===== src/rtl/l2_arbiter_if.sv =====
// Bundle of both L1 miss ports and the l2cmem port shared through l2_arbiter.
// slave = arbiter side, master = L1/L2 side (testbench or system wrapper).
interface l2_arbiter_if #(
   parameter int ADDR_WIDTH = 32,
   parameter int LINE_WIDTH = 256
);
   // Handshake: an L1 raises read/write (level) with address/wdata stable and
   // holds it until its resp pulse; resp lasts exactly one cycle and qualifies
   // rdata. l2cmem_read/write are held until the one-cycle l2cmem_resp.
   logic                  icache_read;
   logic [ADDR_WIDTH-1:0] icache_addr;
   logic                  icache_resp;
   logic [LINE_WIDTH-1:0] icache_rdata;

   logic                  dcache_read;
   logic                  dcache_write;
   logic [ADDR_WIDTH-1:0] dcache_addr;
   logic [LINE_WIDTH-1:0] dcache_wdata;
   logic                  dcache_resp;
   logic [LINE_WIDTH-1:0] dcache_rdata;

   logic                  l2cmem_read;
   logic                  l2cmem_write;
   logic [ADDR_WIDTH-1:0] l2cmem_address;
   logic [LINE_WIDTH-1:0] l2cmem_wdata;
   logic                  l2cmem_resp;
   logic [LINE_WIDTH-1:0] l2cmem_rdata;

   modport slave (
      input  icache_read, icache_addr,
      input  dcache_read, dcache_write, dcache_addr, dcache_wdata,
      input  l2cmem_resp, l2cmem_rdata,
      output icache_resp, icache_rdata, dcache_resp, dcache_rdata,
      output l2cmem_read, l2cmem_write, l2cmem_address, l2cmem_wdata
   );

   modport master (
      output icache_read, icache_addr,
      output dcache_read, dcache_write, dcache_addr, dcache_wdata,
      output l2cmem_resp, l2cmem_rdata,
      input  icache_resp, icache_rdata, dcache_resp, dcache_rdata,
      input  l2cmem_read, l2cmem_write, l2cmem_address, l2cmem_wdata
   );
endinterface


===== src/rtl/l2_arbiter.sv =====
// Round-robin arbiter sharing l2_cache between the L1 I-cache and D-cache.
// Optional grant counters are enabled with the L2_ARB_STATS_EN macro.
module l2_arbiter #(
   parameter int ADDR_WIDTH = 32,
   parameter int LINE_WIDTH = 256
) (
   input  logic              clk,
   input  logic              rst,
   l2_arbiter_if.slave       bus,
   output logic [1:0]        o_state
`ifdef L2_ARB_STATS_EN
   ,
   output logic [31:0]       icache_grant_count,
   output logic [31:0]       dcache_grant_count
`endif
);

   typedef enum logic [1:0] {
      IDLE    = 2'd0,
      GRANT_I = 2'd1,
      GRANT_D = 2'd2
   } state_t;

   state_t                r_state;
   logic                  r_last_d;
   logic                  r_read;
   logic                  r_write;
   logic [ADDR_WIDTH-1:0] r_addr;
   logic [LINE_WIDTH-1:0] r_wdata;

   logic w_i_req;
   logic w_d_req;
   logic w_pick_d;
   logic w_start;

   assign w_i_req  = bus.icache_read;
   assign w_d_req  = bus.dcache_read | bus.dcache_write;
   // On a tie the port that did not win last time gets the grant.
   assign w_pick_d = w_d_req & (~w_i_req | ~r_last_d);
   assign w_start  = (r_state == IDLE) & (w_i_req | w_d_req);

   always_ff @(posedge clk) begin
      if (rst) begin
         r_state  <= IDLE;
         r_last_d <= 1'b0;
         r_read   <= 1'b0;
         r_write  <= 1'b0;
         r_addr   <= '0;
         r_wdata  <= '0;
      end else begin
         case (r_state)
            IDLE: begin
               if (w_start) begin
                  if (w_pick_d) begin
                     // Read+write together is illegal; write takes priority.
                     r_state <= GRANT_D;
                     r_read  <= ~bus.dcache_write;
                     r_write <= bus.dcache_write;
                     r_addr  <= bus.dcache_addr;
                     r_wdata <= bus.dcache_wdata;
                  end else begin
                     r_state <= GRANT_I;
                     r_read  <= 1'b1;
                     r_write <= 1'b0;
                     r_addr  <= bus.icache_addr;
                     r_wdata <= '0;
                  end
               end
            end
            GRANT_I, GRANT_D: begin
               if (bus.l2cmem_resp) begin
                  r_state  <= IDLE;
                  r_read   <= 1'b0;
                  r_write  <= 1'b0;
                  r_last_d <= (r_state == GRANT_D);
               end
            end
            default: begin
               r_state <= IDLE;
               r_read  <= 1'b0;
               r_write <= 1'b0;
            end
         endcase
      end
   end

`ifdef L2_ARB_STATS_EN
   logic [31:0] r_icnt;
   logic [31:0] r_dcnt;

   always_ff @(posedge clk) begin
      if (rst) begin
         r_icnt <= '0;
         r_dcnt <= '0;
      end else if (w_start) begin
         if (w_pick_d) r_dcnt <= r_dcnt + 32'd1;
         else          r_icnt <= r_icnt + 32'd1;
      end
   end

   assign icache_grant_count = r_icnt;
   assign dcache_grant_count = r_dcnt;
`endif

   assign bus.l2cmem_read    = r_read;
   assign bus.l2cmem_write   = r_write;
   assign bus.l2cmem_address = r_addr;
   assign bus.l2cmem_wdata   = r_wdata;

   assign bus.icache_resp  = (r_state == GRANT_I) & bus.l2cmem_resp;
   assign bus.dcache_resp  = (r_state == GRANT_D) & bus.l2cmem_resp;
   assign bus.icache_rdata = bus.l2cmem_rdata;
   assign bus.dcache_rdata = bus.l2cmem_rdata;

   assign o_state = r_state;

endmodule

===== src/flat_wrapper.sv =====
// flat-port wrapper written by rule: the top's interface ports become plain ports
module l2_arbiter_flat 
#(
   parameter int ADDR_WIDTH = 32,
   parameter int LINE_WIDTH = 256
)
  (clk, rst, o_state, bus_icache_read, bus_icache_addr, bus_dcache_read, bus_dcache_write, bus_dcache_addr, bus_dcache_wdata, bus_l2cmem_resp, bus_l2cmem_rdata, bus_icache_resp, bus_icache_rdata, bus_dcache_resp, bus_dcache_rdata, bus_l2cmem_read, bus_l2cmem_write, bus_l2cmem_address, bus_l2cmem_wdata);
  l2_arbiter_if #(.ADDR_WIDTH(ADDR_WIDTH), .LINE_WIDTH(LINE_WIDTH)) bus_i ();
  input  logic clk;
  input  logic rst;
  output logic [1:0] o_state;
  input wire logic [$bits(bus_i.icache_read)-1:0] bus_icache_read;
  input wire logic [$bits(bus_i.icache_addr)-1:0] bus_icache_addr;
  input wire logic [$bits(bus_i.dcache_read)-1:0] bus_dcache_read;
  input wire logic [$bits(bus_i.dcache_write)-1:0] bus_dcache_write;
  input wire logic [$bits(bus_i.dcache_addr)-1:0] bus_dcache_addr;
  input wire logic [$bits(bus_i.dcache_wdata)-1:0] bus_dcache_wdata;
  input wire logic [$bits(bus_i.l2cmem_resp)-1:0] bus_l2cmem_resp;
  input wire logic [$bits(bus_i.l2cmem_rdata)-1:0] bus_l2cmem_rdata;
  output wire logic [$bits(bus_i.icache_resp)-1:0] bus_icache_resp;
  output wire logic [$bits(bus_i.icache_rdata)-1:0] bus_icache_rdata;
  output wire logic [$bits(bus_i.dcache_resp)-1:0] bus_dcache_resp;
  output wire logic [$bits(bus_i.dcache_rdata)-1:0] bus_dcache_rdata;
  output wire logic [$bits(bus_i.l2cmem_read)-1:0] bus_l2cmem_read;
  output wire logic [$bits(bus_i.l2cmem_write)-1:0] bus_l2cmem_write;
  output wire logic [$bits(bus_i.l2cmem_address)-1:0] bus_l2cmem_address;
  output wire logic [$bits(bus_i.l2cmem_wdata)-1:0] bus_l2cmem_wdata;
  assign bus_i.icache_read = bus_icache_read;
  assign bus_i.icache_addr = bus_icache_addr;
  assign bus_i.dcache_read = bus_dcache_read;
  assign bus_i.dcache_write = bus_dcache_write;
  assign bus_i.dcache_addr = bus_dcache_addr;
  assign bus_i.dcache_wdata = bus_dcache_wdata;
  assign bus_i.l2cmem_resp = bus_l2cmem_resp;
  assign bus_i.l2cmem_rdata = bus_l2cmem_rdata;
  assign bus_icache_resp = bus_i.icache_resp;
  assign bus_icache_rdata = bus_i.icache_rdata;
  assign bus_dcache_resp = bus_i.dcache_resp;
  assign bus_dcache_rdata = bus_i.dcache_rdata;
  assign bus_l2cmem_read = bus_i.l2cmem_read;
  assign bus_l2cmem_write = bus_i.l2cmem_write;
  assign bus_l2cmem_address = bus_i.l2cmem_address;
  assign bus_l2cmem_wdata = bus_i.l2cmem_wdata;
  l2_arbiter #(.ADDR_WIDTH(ADDR_WIDTH), .LINE_WIDTH(LINE_WIDTH)) u_core (.clk(clk), .rst(rst), .bus(bus_i), .o_state(o_state));
endmodule

===== config.mk =====
export PLATFORM = sky130hd
export DESIGN_NAME = l2_arbiter_flat
export DESIGN_NICKNAME = d
export VERILOG_FILES = /design/src/rtl/l2_arbiter_if.sv /design/src/rtl/l2_arbiter.sv /design/src/flat_wrapper.sv
export SDC_FILE = /design/constraint.sdc
export NUM_CORES = 1
export LEC_CHECK = 0
export BUFFER_PORTS_ARGS = -buffer_cell sky130_fd_sc_hd__buf_2
export CORE_AREA = 3 3 542 544
export DETAILED_ROUTE_END_ITERATION = 10
export DIE_AREA = 0 0 545 547
export GPL_ROUTABILITY_DRIVEN = 1
export GPL_TIMING_DRIVEN = 0
export SLEW_MARGIN = 20
export SYNTH_ARGS = -nofsm -noshare
export SYNTH_HDL_FRONTEND = slang
export SYNTH_SLANG_ARGS = --single-unit
export TNS_END_PERCENT = 1

===== constraint.sdc =====
create_clock -name clk -period 2.02 [get_ports clk]
set_input_delay 0.303 -clock clk [delete_from_list [all_inputs] [get_ports clk]]
set_output_delay 0.303 -clock clk [all_outputs]
set_load 0.01 [all_outputs]

# --- Word level (Yosys, flattened, before mapping) ---
# Cells that the tools add are included.
word_totals:
  ff_bits: 293
  inputBits: 582
  out_inout_bits: 806
  word_cells: 38
classes:
  eq_ne: 4
  mux: 13
  n_bitwise: 10
  reduce_logical: 5
op_table:
  columns: ["op", "count"]
  rows:
  - ["256-bit 2-to-1 mux", 1]
  - ["32-bit 2-to-1 mux", 1]
  - ["2-bit 2-to-1 mux", 3]
  - ["2-bit AND reduction", 3]
  - ["1-bit 2-to-1 mux", 5]
  - ["1-bit bitwise AND", 4]
  - ["1-bit case mux with 2 select lines", 2]
  - ["2-bit case mux with 2 select lines", 1]
  - ["1-bit inverter", 3]
  - ["1-bit bitwise OR", 3]
  - ["2-bit by 1-bit == test with 1-bit output (second input constant)", 1]
  - ["2-bit == test (second input constant)", 1]
  - ["2-bit logical NOT", 1]
  - ["2-bit by 1-bit != test with 1-bit output (second input constant)", 1]
  - ["2-bit != test (second input constant)", 1]
  - ["2-bit OR reduction", 1]

# --- Logic depth before layout (Yosys ltp) ---
logic_depth:
  ltp_word: 6
  mapped_depth: 8
  depth_no_buf: 5

# --- Worst setup path before layout ---
# No wires, ideal clock.
synth_path:
  kind: "reg-to-reg"
  from: "reg u_core.r_state[0] (netlist: u_core.o_state[0])"
  to: "reg u_core.r_wdata[189] (netlist: u_core.bus.l2cmem_wdata[189])"
  setup_ns: 0.128
  t_arrival_ns: 1.410
  required_ns: 1.892
  path_slack_ns: 0.482
  path_stages_with_launch: 8
  n_path_buf: 3
  period_less_slack_ns: 1.538
  cell_sequence: "dfxtp_1 -> inv_1 -> ha_1 -> buf_2 -> clkbuf_1 -> clkbuf_1 -> a32oi_1 -> nor2_1"
synth_via:
  elab_chain_cells: 3
synth_rtl:
  columns: ["element", "line_no", "source"]
  rows:
  - ["from (decl)", "l2_arbiter.sv:24", "state_t r_state;"]
  - ["from (signal assigned)", "l2_arbiter.sv:44", "r_state <= IDLE;"]
  - ["from (signal assigned)", "l2_arbiter.sv:56", "r_state <= GRANT_D;"]
  - ["from (signal assigned)", "l2_arbiter.sv:62", "r_state <= GRANT_I;"]
  - ["2-bit logical NOT *", "l2_arbiter.sv:40, l2_arbiter.sv:51", null]
  - ["1-bit bitwise AND", "l2_arbiter.sv:40", "assign w_start = (r_state == IDLE) & (w_i_req | w_d_req);"]
  - ["2-bit AND reduction (no line) *", null, null]
  - ["to (signal assigned)", "l2_arbiter.sv:60", "r_wdata <= bus.dcache_wdata;"]
  - ["to (decl)", "l2_arbiter.sv:29", "logic [LINE_WIDTH-1:0] r_wdata;"]
# Mark *: on every way between the ends. The rest lies on a longest branch, timed or not.
# A chain may end at the register's enable or synchronous reset.

# --- Final worst setup path ---
layout_path:
  from: "reg u_core.r_state[1] (netlist: u_core.o_state[1])"
  to: "reg u_core.r_wdata[45] (netlist: u_core.bus.l2cmem_wdata[45])"
# Same word-level chain as after synthesis.

==> summary.txt <==
Worst setup path
  – Largest stage delay, worst path: 0.44 ns
  – Reg2reg setup slack: 0.07 ns
  – Data required, critical path: 2.56 ns
  – Worst R2R Path Depth: 8
  – Crit start category: flip-flop
  – CP endpoint kind: flip-flop
  – R2r startpoint: u_core.o_state[1]
  – CP max FO: 10
  – Worst path arrival time: 2.50 ns
  – Crit path launch: u_core.o_state[1]
  – Setup crit end: u_core.bus.l2cmem_wdata[45]
  – CP max-delay cell: clkbuf_1
  – Crit Path Category: flip-flop to flip-flop
  – RR Endpoint: u_core.bus.l2cmem_wdata[45]
  – CP Cell Sequence: inv_1, ha_1, buf_4, clkbuf_2, buf_12, clkbuf_1, a32oi_1, nor2_1

Synthesis
  – Mapped Area: 14,380 µm²
  – Syn nets: 2,195
  – Ys Warns: 0
  – Top cells by area, synth: dfxtp_1, buf_4, a32oi_1, nor2_1, buf_2
  – Distinct cells, synth: 25
  – EDFF count, synth: 0
  – Post-Synthesis Cells: 1,610
  – Synth top area share: 40.78%
  – Post-synthesis sequential area ratio: 40.78%
  – #FFs+latches synth: 293
  – Main synth FF type: dfxtp_1
  – Async set-reset flop share out of synthesis: 0%
  – Avg Cell Area, Syn: 8.934 µm²
  – Cell taking the most area after synthesis: dfxtp_1

Floorplanning
  – Starting density of the core: 4.958%
  – Io pins: 1,388
  – CORE AREA: 290,100 µm²
  – Chip height: 547 µm
  – Die W: 545 µm
  – # rows: 198
  – Die area: 298,100 µm²

STA
  – Worst Skew: 0.02555 ns
  – Final Setup Violations: 0
  – RSZ-0062 raised after global routing: yes
  – Min Clock Period, post-route: 1.955 ns
  – Slew margin rel.: 34.99%
  – Sum Neg Setup Slack: 0 ns
  – FMAX: 0.5115 GHz
  – Worst slew pin tran: 0.9751 ns
  – Max Slew Vio Count: 0
  – Tcrit/Tclk final: 96.78%
  – Final Hold Viols: 0

Drt
  – Vias/cell: 2.729
  – Initial drt markers: 1,427
  – Routed length per instance: 31.61 µm
  – Via count: 19,224
  – DRC Markers: 0
  – DR pass1 iterations: 5
  – Post-DRT Antenna Nets: 0
  – Wirelength, routed: 222.7 mm

Outcome
  – Status: complete, no violations

Power and ir drop
  – Switch Pwr: 8.764 mW
  – Comb pwr share: 37.0%
  – Power Density: 747.5 nW/µm²
  – Final Power: 22.03 mW
  – Clock network power share: 31.6%
  – Lkg Pwr: 13.12 nW
  – Total internal power: 13.27 mW
  – Switch share: 39.78%
  – Flop pwr share: 31.4%
  – Peak supply drop: 565.8 µV

GRT
  – Vias in the first global route: 17,793
  – GR Util All Layers: 14.13%
  – First-pass GRT wire length: 258.6 mm
  – Largest net degree at the start of global routing: 14
  – Gr ovfl total: 0
  – Antenna violations before repair: 117

Clocking
  – H-Tree Depth: 2
  – Clock Latency Late Sink: 0.64 ns
  – Clock-pin slew on the worst setup and hold paths: 0.06 ns
  – Total CTS buffers: 38
  – Clock sink count: 293
  – Maximum buffer depth of the clock tree: 3
  – Clk root buf: clkbuf_16
  – CTS tree: built

Finish
  – Nets@finish: 3,679
  – Final Core Density: 10.16%
  – Area Growth Syn to Fin: 104.9%
  – Layout cells sized above 1: 57.34%

Place
  – RePlAce Congestion: 1.077
  – HPWL after DPL: 204.1 mm
  – PortBufs: 1,129

Min path
  – Worst min-delay path class: primary input to flip-flop
  – Worst hold start: bus_dcache_wdata[84]

Job
  – Maxcap violations: 0
[registers in the layout, indices dropped and copies added, names as in the netlist]
name	flops
u_core.r_last_d	1
u_core.bus.l2cmem_wdata	256
u_core.bus.l2cmem_address	32
u_core.o_state	2
u_core.bus.l2cmem_write	1
u_core.bus.l2cmem_read	1
[placed cells by master (no fill, tap or decap), types with 2 or more instances in the layout]
cell / count
a21oi_1: 3
a311oi_1: 32
a32oi_1: 255
and2_1: 2
buf_12: 2
buf_2: 1179
buf_4: 522
buf_6: 6
clkbuf_1: 58
clkbuf_16: 39
clkbuf_2: 12
clkbuf_4: 4
clkbuf_8: 5
clkinv_2: 5
clkinv_4: 3
clkinv_8: 2
dfxtp_1: 293
diode_2: 25
dlygate4sd3_1: 311
ha_1: 3
inv_1: 3
inv_6: 5
nand2_1: 68
nand2b_1: 3
nand3_1: 2
nor2_1: 288
o32ai_1: 3
[per-layer routing]
metal  up-vias  share of wire, %  GRT usage, %
met3       316                16         9.889
met5         -              0.20        0.5772
met2      1578                44         22.39
li1       8149                 -             -
met4        34               2.5         3.043
met1      9147                37         15.27
[critical path: cells and delay by family (launching register included)]
| family | cells | cell delay (ns) |
|---|---|---|
| compound gates | 1 | 0.17 |
| flops | 1 | 0.32 |
| simple gates | 1 | 0.11 |
| buf+inv | 5 | 1.06 |
| fa+ha+maj | 1 | 0.16 |
[cells by family after synthesis]
logic type | after synthesis | share of synthesized area (%)
buffers and inverters | 648 | 30.97
AND/OR/NAND/NOR | 366 | 9.725
AO/OA/AOI/OAI | 300 | 18.27
flip-flops | 293 | 40.78
adder cells (fa/ha/maj) | 3 | 0.2610
[power by group through the flow]
stage	Sequential [mW]	Clock, mW	Combinational (mW)
final	6.92	6.96	8.15
after global routing	6.97	7.32	8.74
after CTS	6.92	7.18	8.17
after detailed placement	7.03	0	7.46
after global placement	7.01	0	7.45
after floorplan	7.18	0	2.84
[area by class of cell]
| cell class | instances | area, µm² |
|---|---|---|
| multi-input cells | 669 | 4073 |
| well taps | 3900 | 4880 |
| flip-flops and latches | 293 | 5866 |
| repair buffers | 1444 | 8845 |
| diodes | 25 | 62.56 |
| clock inverters | 16 | 157.7 |
| fillers | 33650 | 260600 |
| plain buffers | 645 | 4508 |
| inverters | 3 | 11.26 |
| clock buffers | 50 | 1067 |
[synth_stat cells (all sizes together), types with 3 or more instances]
library cell,n
nor2,288
nand2b,3
clkbuf,67
a32oi,255
nand2,68
buf,578
ha,3
inv,3
a311oi,32
dfxtp,293
a21oi,3
o32ai,3
[what timing repair did]
item / in CTS / in global routing
pin swaps: 0 / 2
cloned: 0 / 1
resized for setup: 18 / 20
setup buffers: 1 / 0
endpoints found under the hold margin: 279 / 0
endpoints found under the setup margin: 285 / 208
hold buffers: 311 / 0
[how the worst min path moves through the flow]
stage / cells after the start / slack (ns) / endpoint
floorplan: 2 / 0.45 / u_core.bus.l2cmem_wdata[228]
global placement: 2 / 0.44 / u_core.bus.l2cmem_wdata[228]
detailed placement: 2 / 0.46 / u_core.bus.l2cmem_wdata[228]
CTS: 3 / 0.01 / u_core.bus.l2cmem_wdata[75]
global route: 3 / 0.06 / u_core.bus.l2cmem_wdata[85]
finish: 3 / 0.06 / u_core.bus.l2cmem_wdata[84]
[per-stage QoR]
stage | cell area [µm²] | worst slack [ns] | hold WS (ns) | instances
2_1_floorplan | 14380 | 0.4823 | 0.4549 | 1610
3_3_place_gp | 24910 | -1.876 | 0.4435 | 6639
3_5_place_dp | 24970 | -0.8559 | 0.4617 | 6641
4_1_cts | 29360 | 0.01712 | 0.01051 | 7019
5_1_grt | 29430 | -0.09166 | 0.05729 | 7031
6_report | 29470 | 0.06512 | 0.06458 | 7045
(Power assumes the default switching activity.)
